$ cat src/rtl/mpc_dot_pkg.sv
// Shared types and default widths for the dot-product accumulator slice.
// Latency: n/a (declarations only).
// Backpressure: n/a. Used by mpc_dot_accum, mpc_dot_accum_if and mpc_round_sat.
package mpc_dot_pkg;

    localparam int DEF_ACC_W  = 44;   // signed accumulator width
    localparam int DEF_PROD_W = 36;   // signed product term width
    localparam int DEF_OUT_W  = 21;   // signed result width
    localparam int DEF_SHIFT  = 13;   // fractional bits dropped on output
    localparam int CNT_W      = 8;    // term counter, wraps modulo 256

    typedef enum logic [1:0] {
        ST_IDLE = 2'd0,   // no term of the current vector accepted yet
        ST_ACC  = 2'd1,   // partial sum held
        ST_HOLD = 2'd2    // result presented, waiting for consumer
    } state_e;

endpackage

$ cat src/rtl/mpc_dot_accum_if.sv
// Term-in / result-out bundle of the dot-product accumulator.
// Latency: n/a. Ports: prod/prod_valid/prod_last/in_ready (term side),
// Backpressure: in_ready low while a result waits; out_valid/out_ready handshake.
interface mpc_dot_accum_if
    import mpc_dot_pkg::*;
#(
    parameter int PROD_W = DEF_PROD_W,
    parameter int OUT_W  = DEF_OUT_W
);
    logic signed [PROD_W-1:0] prod;
    logic                     prod_valid;
    logic                     prod_last;
    logic                     in_ready;
    logic signed [OUT_W-1:0]  out_data;
    logic [CNT_W-1:0]         out_count;
    logic                     out_ovf;
    logic                     out_valid;
    logic                     out_ready;

    // master: multiplier upstream plus result consumer
    modport master (
        output prod, prod_valid, prod_last, out_ready,
        input  in_ready, out_data, out_count, out_ovf, out_valid
    );

    // slave: the accumulator itself
    modport slave (
        input  prod, prod_valid, prod_last, out_ready,
        output in_ready, out_data, out_count, out_ovf, out_valid
    );
endinterface

$ cat src/rtl/mpc_round_sat.sv
// Round-half-up by SHIFT bits, then saturate (MPC_DOT_ACCUM_SAT_EN) or wrap to OUT_W.
// Latency: combinational. Ports: acc_i (signed sum) -> data_o, ovf_o.
// Backpressure: none. Without MPC_DOT_ACCUM_SAT_EN, ovf_o is tied 0.
module mpc_round_sat #(
    parameter int ACC_W = 44,
    parameter int OUT_W = 21,
    parameter int SHIFT = 13
) (
    input  logic signed [ACC_W-1:0] acc_i,
    output logic signed [OUT_W-1:0] data_o,
    output logic                    ovf_o
);
    // One guard bit so adding the half-LSB can never wrap a near-max sum.
    localparam int EXT_W = ACC_W + 1;
    localparam logic signed [EXT_W-1:0] HALF = EXT_W'(1) << (SHIFT - 1);

    logic signed [EXT_W-1:0] rounded;

    assign rounded = $signed({acc_i[ACC_W-1], acc_i}) + HALF;

`ifdef MPC_DOT_ACCUM_SAT_EN
    localparam logic signed [EXT_W-1:0] MAX_V = (EXT_W'(1) << (OUT_W - 1)) - EXT_W'(1);
    localparam logic signed [EXT_W-1:0] MIN_V = -MAX_V - EXT_W'(1);

    logic signed [EXT_W-1:0] shifted;

    always_comb begin
        shifted = rounded >>> SHIFT;
        data_o  = OUT_W'(shifted);
        ovf_o   = 1'b0;
        if (shifted > MAX_V) begin
            data_o = OUT_W'(MAX_V);
            ovf_o  = 1'b1;
        end else if (shifted < MIN_V) begin
            data_o = OUT_W'(MIN_V);
            ovf_o  = 1'b1;
        end
    end
`else
    assign data_o = OUT_W'(rounded >>> SHIFT);
    assign ovf_o  = 1'b0;
`endif

endmodule

$ cat src/rtl/mpc_dot_accum.sv
// Dot-product accumulator: sums signed terms until prod_last, then presents a rounded result.
// Latency: result registered on the last beat, out_valid one cycle later. Ports: clk, rst, clear, bus.
// Backpressure: in_ready drops while a result waits for out_ready. Optional saturation via MPC_DOT_ACCUM_SAT_EN.
module mpc_dot_accum
    import mpc_dot_pkg::*;
#(
    parameter int ACC_W  = DEF_ACC_W,
    parameter int PROD_W = DEF_PROD_W,
    parameter int OUT_W  = DEF_OUT_W,
    parameter int SHIFT  = DEF_SHIFT
) (
    input  logic              clk,
    input  logic              rst,
    input  logic              clear,
    mpc_dot_accum_if.slave    bus
);
    state_e                  state_q, state_d;
    logic signed [ACC_W-1:0] acc_q, acc_d;
    logic [CNT_W-1:0]        cnt_q, cnt_d;
    logic signed [OUT_W-1:0] out_data_q;
    logic [CNT_W-1:0]        out_count_q;
    logic                    out_ovf_q;
    logic                    load_out;
    logic                    beat;
    logic signed [ACC_W-1:0] prod_ext;
    logic signed [OUT_W-1:0] rs_data;
    logic                    rs_ovf;

    assign prod_ext = {{(ACC_W - PROD_W){bus.prod[PROD_W-1]}}, bus.prod};
    assign beat     = bus.prod_valid && bus.in_ready;

    always_comb begin
        state_d  = state_q;
        acc_d    = acc_q;
        cnt_d    = cnt_q;
        load_out = 1'b0;
        if (clear) begin
            // Abort wins over any beat or result handshake this cycle.
            state_d = ST_IDLE;
            acc_d   = '0;
            cnt_d   = '0;
        end else begin
            case (state_q)
                ST_IDLE: if (beat) begin
                    acc_d    = prod_ext;
                    cnt_d    = CNT_W'(1);
                    state_d  = bus.prod_last ? ST_HOLD : ST_ACC;
                    load_out = bus.prod_last;
                end
                ST_ACC: if (beat) begin
                    acc_d    = acc_q + prod_ext;
                    cnt_d    = cnt_q + CNT_W'(1);
                    state_d  = bus.prod_last ? ST_HOLD : ST_ACC;
                    load_out = bus.prod_last;
                end
                ST_HOLD: if (bus.out_ready) begin
                    state_d = ST_IDLE;
                end
                default: state_d = ST_IDLE;
            endcase
        end
    end

    // Rounds the sum being formed this cycle so the result lands with the last beat.
    mpc_round_sat #(
        .ACC_W (ACC_W),
        .OUT_W (OUT_W),
        .SHIFT (SHIFT)
    ) u_round_sat (
        .acc_i  (acc_d),
        .data_o (rs_data),
        .ovf_o  (rs_ovf)
    );

    always_ff @(posedge clk or posedge rst) begin
        if (rst) begin
            state_q     <= ST_IDLE;
            acc_q       <= '0;
            cnt_q       <= '0;
            out_data_q  <= '0;
            out_count_q <= '0;
            out_ovf_q   <= 1'b0;
        end else begin
            state_q <= state_d;
            acc_q   <= acc_d;
            cnt_q   <= cnt_d;
            if (load_out) begin
                out_data_q  <= rs_data;
                out_count_q <= cnt_d;
                out_ovf_q   <= rs_ovf;
            end
        end
    end

    assign bus.in_ready  = (state_q != ST_HOLD);
    assign bus.out_valid = (state_q == ST_HOLD);
    assign bus.out_data  = out_data_q;
    assign bus.out_count = out_count_q;
    assign bus.out_ovf   = out_ovf_q;

endmodule

$ cat src/flat_wrapper.sv
// flat-port wrapper written by rule: the top's interface ports become plain ports
module mpc_dot_accum_flat import mpc_dot_pkg::*;
#(
    parameter int ACC_W  = DEF_ACC_W,
    parameter int PROD_W = DEF_PROD_W,
    parameter int OUT_W  = DEF_OUT_W,
    parameter int SHIFT  = DEF_SHIFT
)
  (clk, rst, clear, bus_prod, bus_prod_valid, bus_prod_last, bus_out_ready, bus_in_ready, bus_out_data, bus_out_count, bus_out_ovf, bus_out_valid);
  mpc_dot_accum_if #(.PROD_W(PROD_W), .OUT_W(OUT_W)) bus_i ();
  input  logic clk;
  input  logic rst;
  input  logic clear;
  input wire logic [$bits(bus_i.prod)-1:0] bus_prod;
  input wire logic [$bits(bus_i.prod_valid)-1:0] bus_prod_valid;
  input wire logic [$bits(bus_i.prod_last)-1:0] bus_prod_last;
  input wire logic [$bits(bus_i.out_ready)-1:0] bus_out_ready;
  output wire logic [$bits(bus_i.in_ready)-1:0] bus_in_ready;
  output wire logic [$bits(bus_i.out_data)-1:0] bus_out_data;
  output wire logic [$bits(bus_i.out_count)-1:0] bus_out_count;
  output wire logic [$bits(bus_i.out_ovf)-1:0] bus_out_ovf;
  output wire logic [$bits(bus_i.out_valid)-1:0] bus_out_valid;
  assign bus_i.prod = bus_prod;
  assign bus_i.prod_valid = bus_prod_valid;
  assign bus_i.prod_last = bus_prod_last;
  assign bus_i.out_ready = bus_out_ready;
  assign bus_in_ready = bus_i.in_ready;
  assign bus_out_data = bus_i.out_data;
  assign bus_out_count = bus_i.out_count;
  assign bus_out_ovf = bus_i.out_ovf;
  assign bus_out_valid = bus_i.out_valid;
  mpc_dot_accum #(.ACC_W(ACC_W), .PROD_W(PROD_W), .OUT_W(OUT_W), .SHIFT(SHIFT)) u_core (.clk(clk), .rst(rst), .clear(clear), .bus(bus_i));
endmodule
$ cat config.mk
export PLATFORM = sky130hd
export DESIGN_NAME = mpc_dot_accum_flat
export DESIGN_NICKNAME = d
export VERILOG_FILES = /design/src/rtl/mpc_dot_pkg.sv /design/src/rtl/mpc_dot_accum_if.sv /design/src/rtl/mpc_round_sat.sv /design/src/rtl/mpc_dot_accum.sv /design/src/flat_wrapper.sv
export SDC_FILE = /design/constraint.sdc
export NUM_CORES = 1
export LEC_CHECK = 0
export ABC_CLOCK_PERIOD_IN_PS = 4400
export BUFFER_PORTS_ARGS = -buffer_cell sky130_fd_sc_hd__clkbuf_2
export CORE_ASPECT_RATIO = 0.8
export CORE_MARGIN = 1
export CORE_UTILIZATION = 32
export DETAILED_ROUTE_END_ITERATION = 8
export REMOVE_ABC_BUFFERS = 1
export SYNTH_ARGS = -nofsm -noshare
export SYNTH_HDL_FRONTEND = slang
export SYNTH_SLANG_ARGS = --single-unit
$ cat constraint.sdc
create_clock -name clk -period 4.4 [get_ports clk]
set_input_delay 0.66 -clock clk [delete_from_list [all_inputs] [get_ports clk]]
set_output_delay 0.66 -clock clk [all_outputs]
set_load 0.02 [all_outputs]
* After elaboration in Yosys (flattened, before gate mapping)
Index checks and enable logic that the tools add are counted.
** Word-level totals
- Bits of input ports :: 42
- Output and inout port bits :: 32
- Word-level logic and storage cells :: 33
- Flip-flop bits (word level) :: 83
** Operators by class
- Eq/ne operators :: 5
- Reduce and logical (&&, ||, !) cells :: 4
- Add/sub/neg operators :: 3
- Mux-type cells :: 16
** Operators by type and width (count)
- two-way mux 44 bit :: 3
- one-hot mux 44 bit (2 select lines) :: 1
- adder 44 x 36 -> 44 bit :: 1
- adder 34 x 14 -> 34 bit, second input constant :: 1
- two-way mux 8 bit :: 3
- one-hot mux 8 bit (2 select lines) :: 1
- adder 8 x 1 -> 8 bit, second input constant :: 1
- two-way mux 2 bit :: 4
- one-hot mux 2 bit (2 select lines) :: 1
- two-way mux 1 bit :: 3
- inequality test 3 x 1 -> 1 bit, second input constant :: 1
- inequality test 3 bit, second input constant :: 1
- equality test 2 x 1 -> 1 bit, second input constant :: 1
- equality test 2 bit, second input constant :: 1
- zero test 2 bit :: 1
- inequality test 2 bit, second input constant :: 1
- AND reduction 2 bit :: 1
- OR reduction 2 bit :: 1
- logical AND 1 bit :: 1

* Longest topological paths before layout
- Depth in word-level cells :: 6
- Gate-level depth with buffers :: 15
- Gate-level depth less buffers :: 15

* Hierarchy
From an unflattened synthesis, not the netlist that was laid out.
** Second synthesis, totals
- Cell total of the unflattened synthesis :: 802
- Area, all modules :: 6637.6 sq um
** Modules (own cells, without submodules)
- mpc_dot_accum :: seq. area each 2102.0 sq um, times used 1, cells each 742, area an instance 6241.0 sq um
- mpc_round_sat :: seq. area each 0.0 sq um, times used 1, cells each 60, area an instance 396.6 sq um

* Worst setup path before layout
OpenSTA, ideal clock, no wires.
- Path type :: in2reg
- Start point :: input port bus_prod[0]
- End point :: register u_core.out_data_q[19], in the netlist u_core.bus.out_data[19]
- Setup slack :: 323 ps
- Data arrival time :: 3995 ps
- Library setup time :: 82 ps
- Stages :: 15
- Data required time :: 4318 ps
- Path buffers :: 0
- Path through :: ha_1 fa_1 a211oi_2 o211a_1 nor3_1 o21ai_0 a31oi_1 nor2_1 ha_1 o31ai_1 nor4_1 nand4_1 or3_1 or3_1 a31oi_1
** On the way
- Cells in the longest elaborated chain, start to end :: 5
- Elaborated cells between the ends (all ways) :: 6
- Those cells by class :: 2 x add/sub; 4 x mux
** RTL lines
- start, declared :: line flat_wrapper.sv:14 : input wire logic [$bits(bus_i.prod)-1:0] bus_prod;
- adder 44 x 36 -> 44 bit :: line mpc_dot_accum.sv:51 : acc_d = acc_q + prod_ext;
- two-way mux 44 bit :: line mpc_dot_accum.sv:50 : ST_ACC: if (beat) begin
- one-hot mux 44 bit (2 select lines) :: line mpc_dot_accum.sv:43 : case (state_q)
- two-way mux 44 bit :: line mpc_dot_accum.sv:37 : if (clear) begin
- net u_core.acc_d[12] :: line mpc_dot_accum.sv:18 : logic signed [ACC_W-1:0] acc_q, acc_d;
- adder 34 x 14 -> 34 bit :: line mpc_round_sat.sv:19 : assign rounded = $signed({acc_i[ACC_W-1], acc_i}) + HALF;
- end signal, assigned :: line mpc_dot_accum.sv:88 : out_data_q <= rs_data;
- end, declared :: line mpc_dot_accum.sv:20 : logic signed [OUT_W-1:0] out_data_q;
The timed path passes the listed nets, and every way through them passes these cells.
A chain may end at the register's enable or synchronous reset.

* Final worst setup path
Same ends and word-level chain as after synthesis.

==> metrics.txt <==
status=completed; core area=0.0183 mm²; CP Launch Type=primary input; gpl congestion=between 0.8 and 0.9; type of the worst setup path=primary input to register; Initial Util=0.330; Setup Buffers After CTS=0; worst vdd ir=roughly 0.18 mV; reg-to-reg critical path startpoint=u_core.acc_q[0]$_DFFE_PP0P_; Slew Limit Fails=0; wire length per cell=16.8 µm; # resized after CTS=0; vias in the first global route=5506; H-tree Lvls=3; die area=about 0.019 mm²; nets@finish=roughly 900; Die H=approximately 120 µm; Worst setup EP type=register; CP peak stage delay=430 ps; Clock Sinks=73; cell taking the most area after synthesis=dfrtp_1; Worst Hold Class=primary input to asynchronous set/reset pin; Net Switching=0.873 mW; Non-Filler Instances=between 1000 and 1500; antenna-violating nets left=0; Max-cap violations=0; sw frac=0.361; first-pass GRT wire length=about 30000 µm; Highest Clock Rate=~240 MHz; skew final=9.53 ps; hold bufs inserted after CTS=0; delay-heaviest family, CP=simple AND/OR/NAND/NOR gates; flop and latch count out of synthesis=73; Routed WL=between 15000 and 20000 µm; top post-synthesis cells by area=dfrtp_1 (30%), ha_1 (7.5%), nand2_1 (5.2%); sequential share of the synthesized area=0.303; Final Hold Fails=0; Clock Path Buffers=2; EDFF count, synth=0; CP max-delay cell=or3_1; Leak=between 3 and 4 nW; part of the cycle the worst path needs=0.929; Clock power frac=0.333; relative slew slack=0.500; Setup-failing EPs final=0; most frequent cell after synthesis=nand2_1; CP Launch Point=bus_prod[0]; Syn-to-layout area delta=19.3%; Pint=about 1.5 mW; Post-synth top flop=dfrtp_1; clock buffer count from CTS=9; gr ovfl total=0; drt drc=0; clock latency on the worst-skew pair=approximately 350 ps; Worst Max-Slew Pin Slew=about 730 ps; # diodes=0; CP Data Arrival Time=roughly 4400 ps; total track usage=0.195; min cycle time layout=between 4000 and 5000 ps; vias per inst=5.39; Async S/R FF share, synth=1.00; first-pass iteration count of the detailed router=4; overall die width=approximately 160 µm; PD cells=roughly 340 mW/mm²; Synth Warn #=0; most common library cells after synthesis=nand2_1 (84), dfrtp_1 (73), nor2_1 (64); CTS tree=yes; Sequential Power Share=0.326; CTS clk-pin slew, worst paths=approximately 70 ps; Synth top area share=0.303; PortBufs=70; IO Pins=74; Tot Pwr=between 2 and 2.5 mW; Worst EP required=~4700 ps; footprint of the multi-input gates=0.00395 mm²; Max FO, Critical Path=3; crit-path cells=clkbuf_2 -> ha_1 -> fa_1 -> a211oi_2 -> o211a_1 -> nor3_1 -> o21ai_0 -> a31oi_1 -> nor2_1 -> ha_1 -> o31ai_1 -> nor4_1 -> nand4_1 -> or3_1 -> or3_1 -> a31oi_1; Post-Synthesis Cells=732; # rows=44; Synth Cell Area=around 0.0060 mm²; DP Cell Count=1058; CTS root buf=clkbuf_16; Worst Path Buf+Inv=1; Reg area=about 0.0018 mm²; syn_area_per_cell=8.24 µm²; post-synth cell types=76; dpl hpwl=~14000 µm; RSZ-0062 raised after global routing=false; share of cells above drive strength 1=0.205; fillers=around 1900; routed via count=5787; combinational share of power=0.341; largest net degree at the start of global routing=50; initial antenna violation count=0; DR iter-0 viols=489
-- worst reg2reg max path: stages, from the launching register on --
cell and delay (ps):
dfrtp_1 380, ha_1 210, fa_1 420, a211oi_2 300
o211a_1 290, nor3_1 100, o21ai_0 180, a31oi_1 140
nor2_1 160, ha_1 210, o31ai_1 110, nor4_1 280
nand4_1 240, or3_1 430, or3_1 340, a31oi_1 170
-- metal layers --
layer	vias up	global-route usage	routed length, µm	share of wire
met5	-	0	0	0
met4	0	0.0415	148	0.0082
met3	13	0.0338	972	0.054
met2	159	0.285	7640	0.42
met1	2767	0.295	9290	0.51
li1	2848	-	-	-
-- cells in the final DEF, fill, tap and decap left out, drive strengths merged, types with 3 or more instances in the layout --
| master | count |
|---|---|
| nor3 | 29 |
| o21bai | 5 |
| nand2 | 86 |
| clkbuf | 80 |
| buf | 46 |
| a31oi | 8 |
| and3 | 10 |
| a21boi | 5 |
| nand4 | 11 |
| o211ai | 11 |
| o21ai | 64 |
| ha | 36 |
| nor4 | 9 |
| or3 | 17 |
| o211a | 3 |
| o2111ai | 3 |
| nor4b | 4 |
| mux2 | 4 |
| nand2b | 10 |
| o31ai | 10 |
| xor2 | 15 |
| a2111oi | 5 |
| xnor2 | 21 |
| nand3b | 6 |
| a21oi | 53 |
| and4 | 3 |
| mux2i | 18 |
| o21a | 3 |
| a21o | 8 |
| inv | 26 |
| a311oi | 3 |
| a211oi | 25 |
| nor2 | 65 |
| nand3 | 17 |
| dfrtp | 73 |
-- metrics by stage --
step | worst slack, ps | hold WS [ps] | utilization | cell area [µm²] | setup TNS, ps
CTS | 333 | 440 | 0.394 | 7200 | 0
detailed placement | -14.1 | 468 | 0.376 | 6880 | -14.1
global route | 32.8 | 481 | 0.394 | 7200 | 0
finish | 314 | 406 | 0.394 | 7200 | 0
global placement | 60.7 | 464 | 0.376 | 6880 | 0
floorplan | -142 | 496 | - | 5860 | -330
-- area by class of cell --
| cell class | instances | share of cell area |
|---|---|---|
| Clock inverter | 6 | 0.0125 |
| Sequential cell | 73 | 0.254 |
| Timing Repair Buffer | 116 | 0.0966 |
| Tap cell | 253 | 0.0440 |
| Clock buffer | 10 | 0.0318 |
| Multi-Input combinational cell | 592 | 0.549 |
| Inverter | 24 | 0.0125 |
-- cell families after synthesis --
| family | share of synthesized area |
|---|---|
| AND/OR/NAND/NOR | 0.239 |
| AO/OA/AOI/OAI | 0.246 |
| flip-flops | 0.303 |
| buffers and inverters | 0.0440 |
| adder cells (fa/ha/maj) | 0.0780 |
| XOR/XNOR | 0.0523 |
| multiplexers | 0.0373 |
| other | 0.000622 |
-- registers in the layout (all words and copies together) (netlist names) --
name                  count
u_core.bus.out_count      8
u_core.state_q            2
u_core.bus.out_data      21
u_core.cnt_q              8
u_core.acc_q             34
-- power by group through the flow --
| stage | sequential [mW] | clock (mW) | combinational, mW |
|---|---|---|---|
| 3_3_place_gp | 0.799 | 0 | 0.810 |
| 5_1_grt | 0.799 | 0.858 | 0.914 |
| 3_5_place_dp | 0.800 | 0 | 0.817 |
| 4_1_cts | 0.789 | 0.829 | 0.823 |
| 6_report | 0.789 | 0.807 | 0.825 |
| 2_1_floorplan | 0.842 | 0 | 0.509 |
-- path summary, 6_finish.rpt --
check                                                       to  slack (ps)  depth (start not counted)
setup / recovery           u_core.bus.out_data[19]$_DFFE_PP0P_         310                         16
hold / removal                      u_core.acc_q[15]$_DFF_PP0_         410                          2
setup reg to reg           u_core.bus.out_data[19]$_DFFE_PP0P_         360                         15
hold reg to reg            u_core.bus.out_count[4]$_DFFE_PP0P_         470                          2
max in group asynchronous        u_core.state_q[0]$_DFFE_PP0P_        2910                          3
min in group clk           u_core.bus.out_count[4]$_DFFE_PP0P_         470                          2
Power figures use the tool's default switching activity.
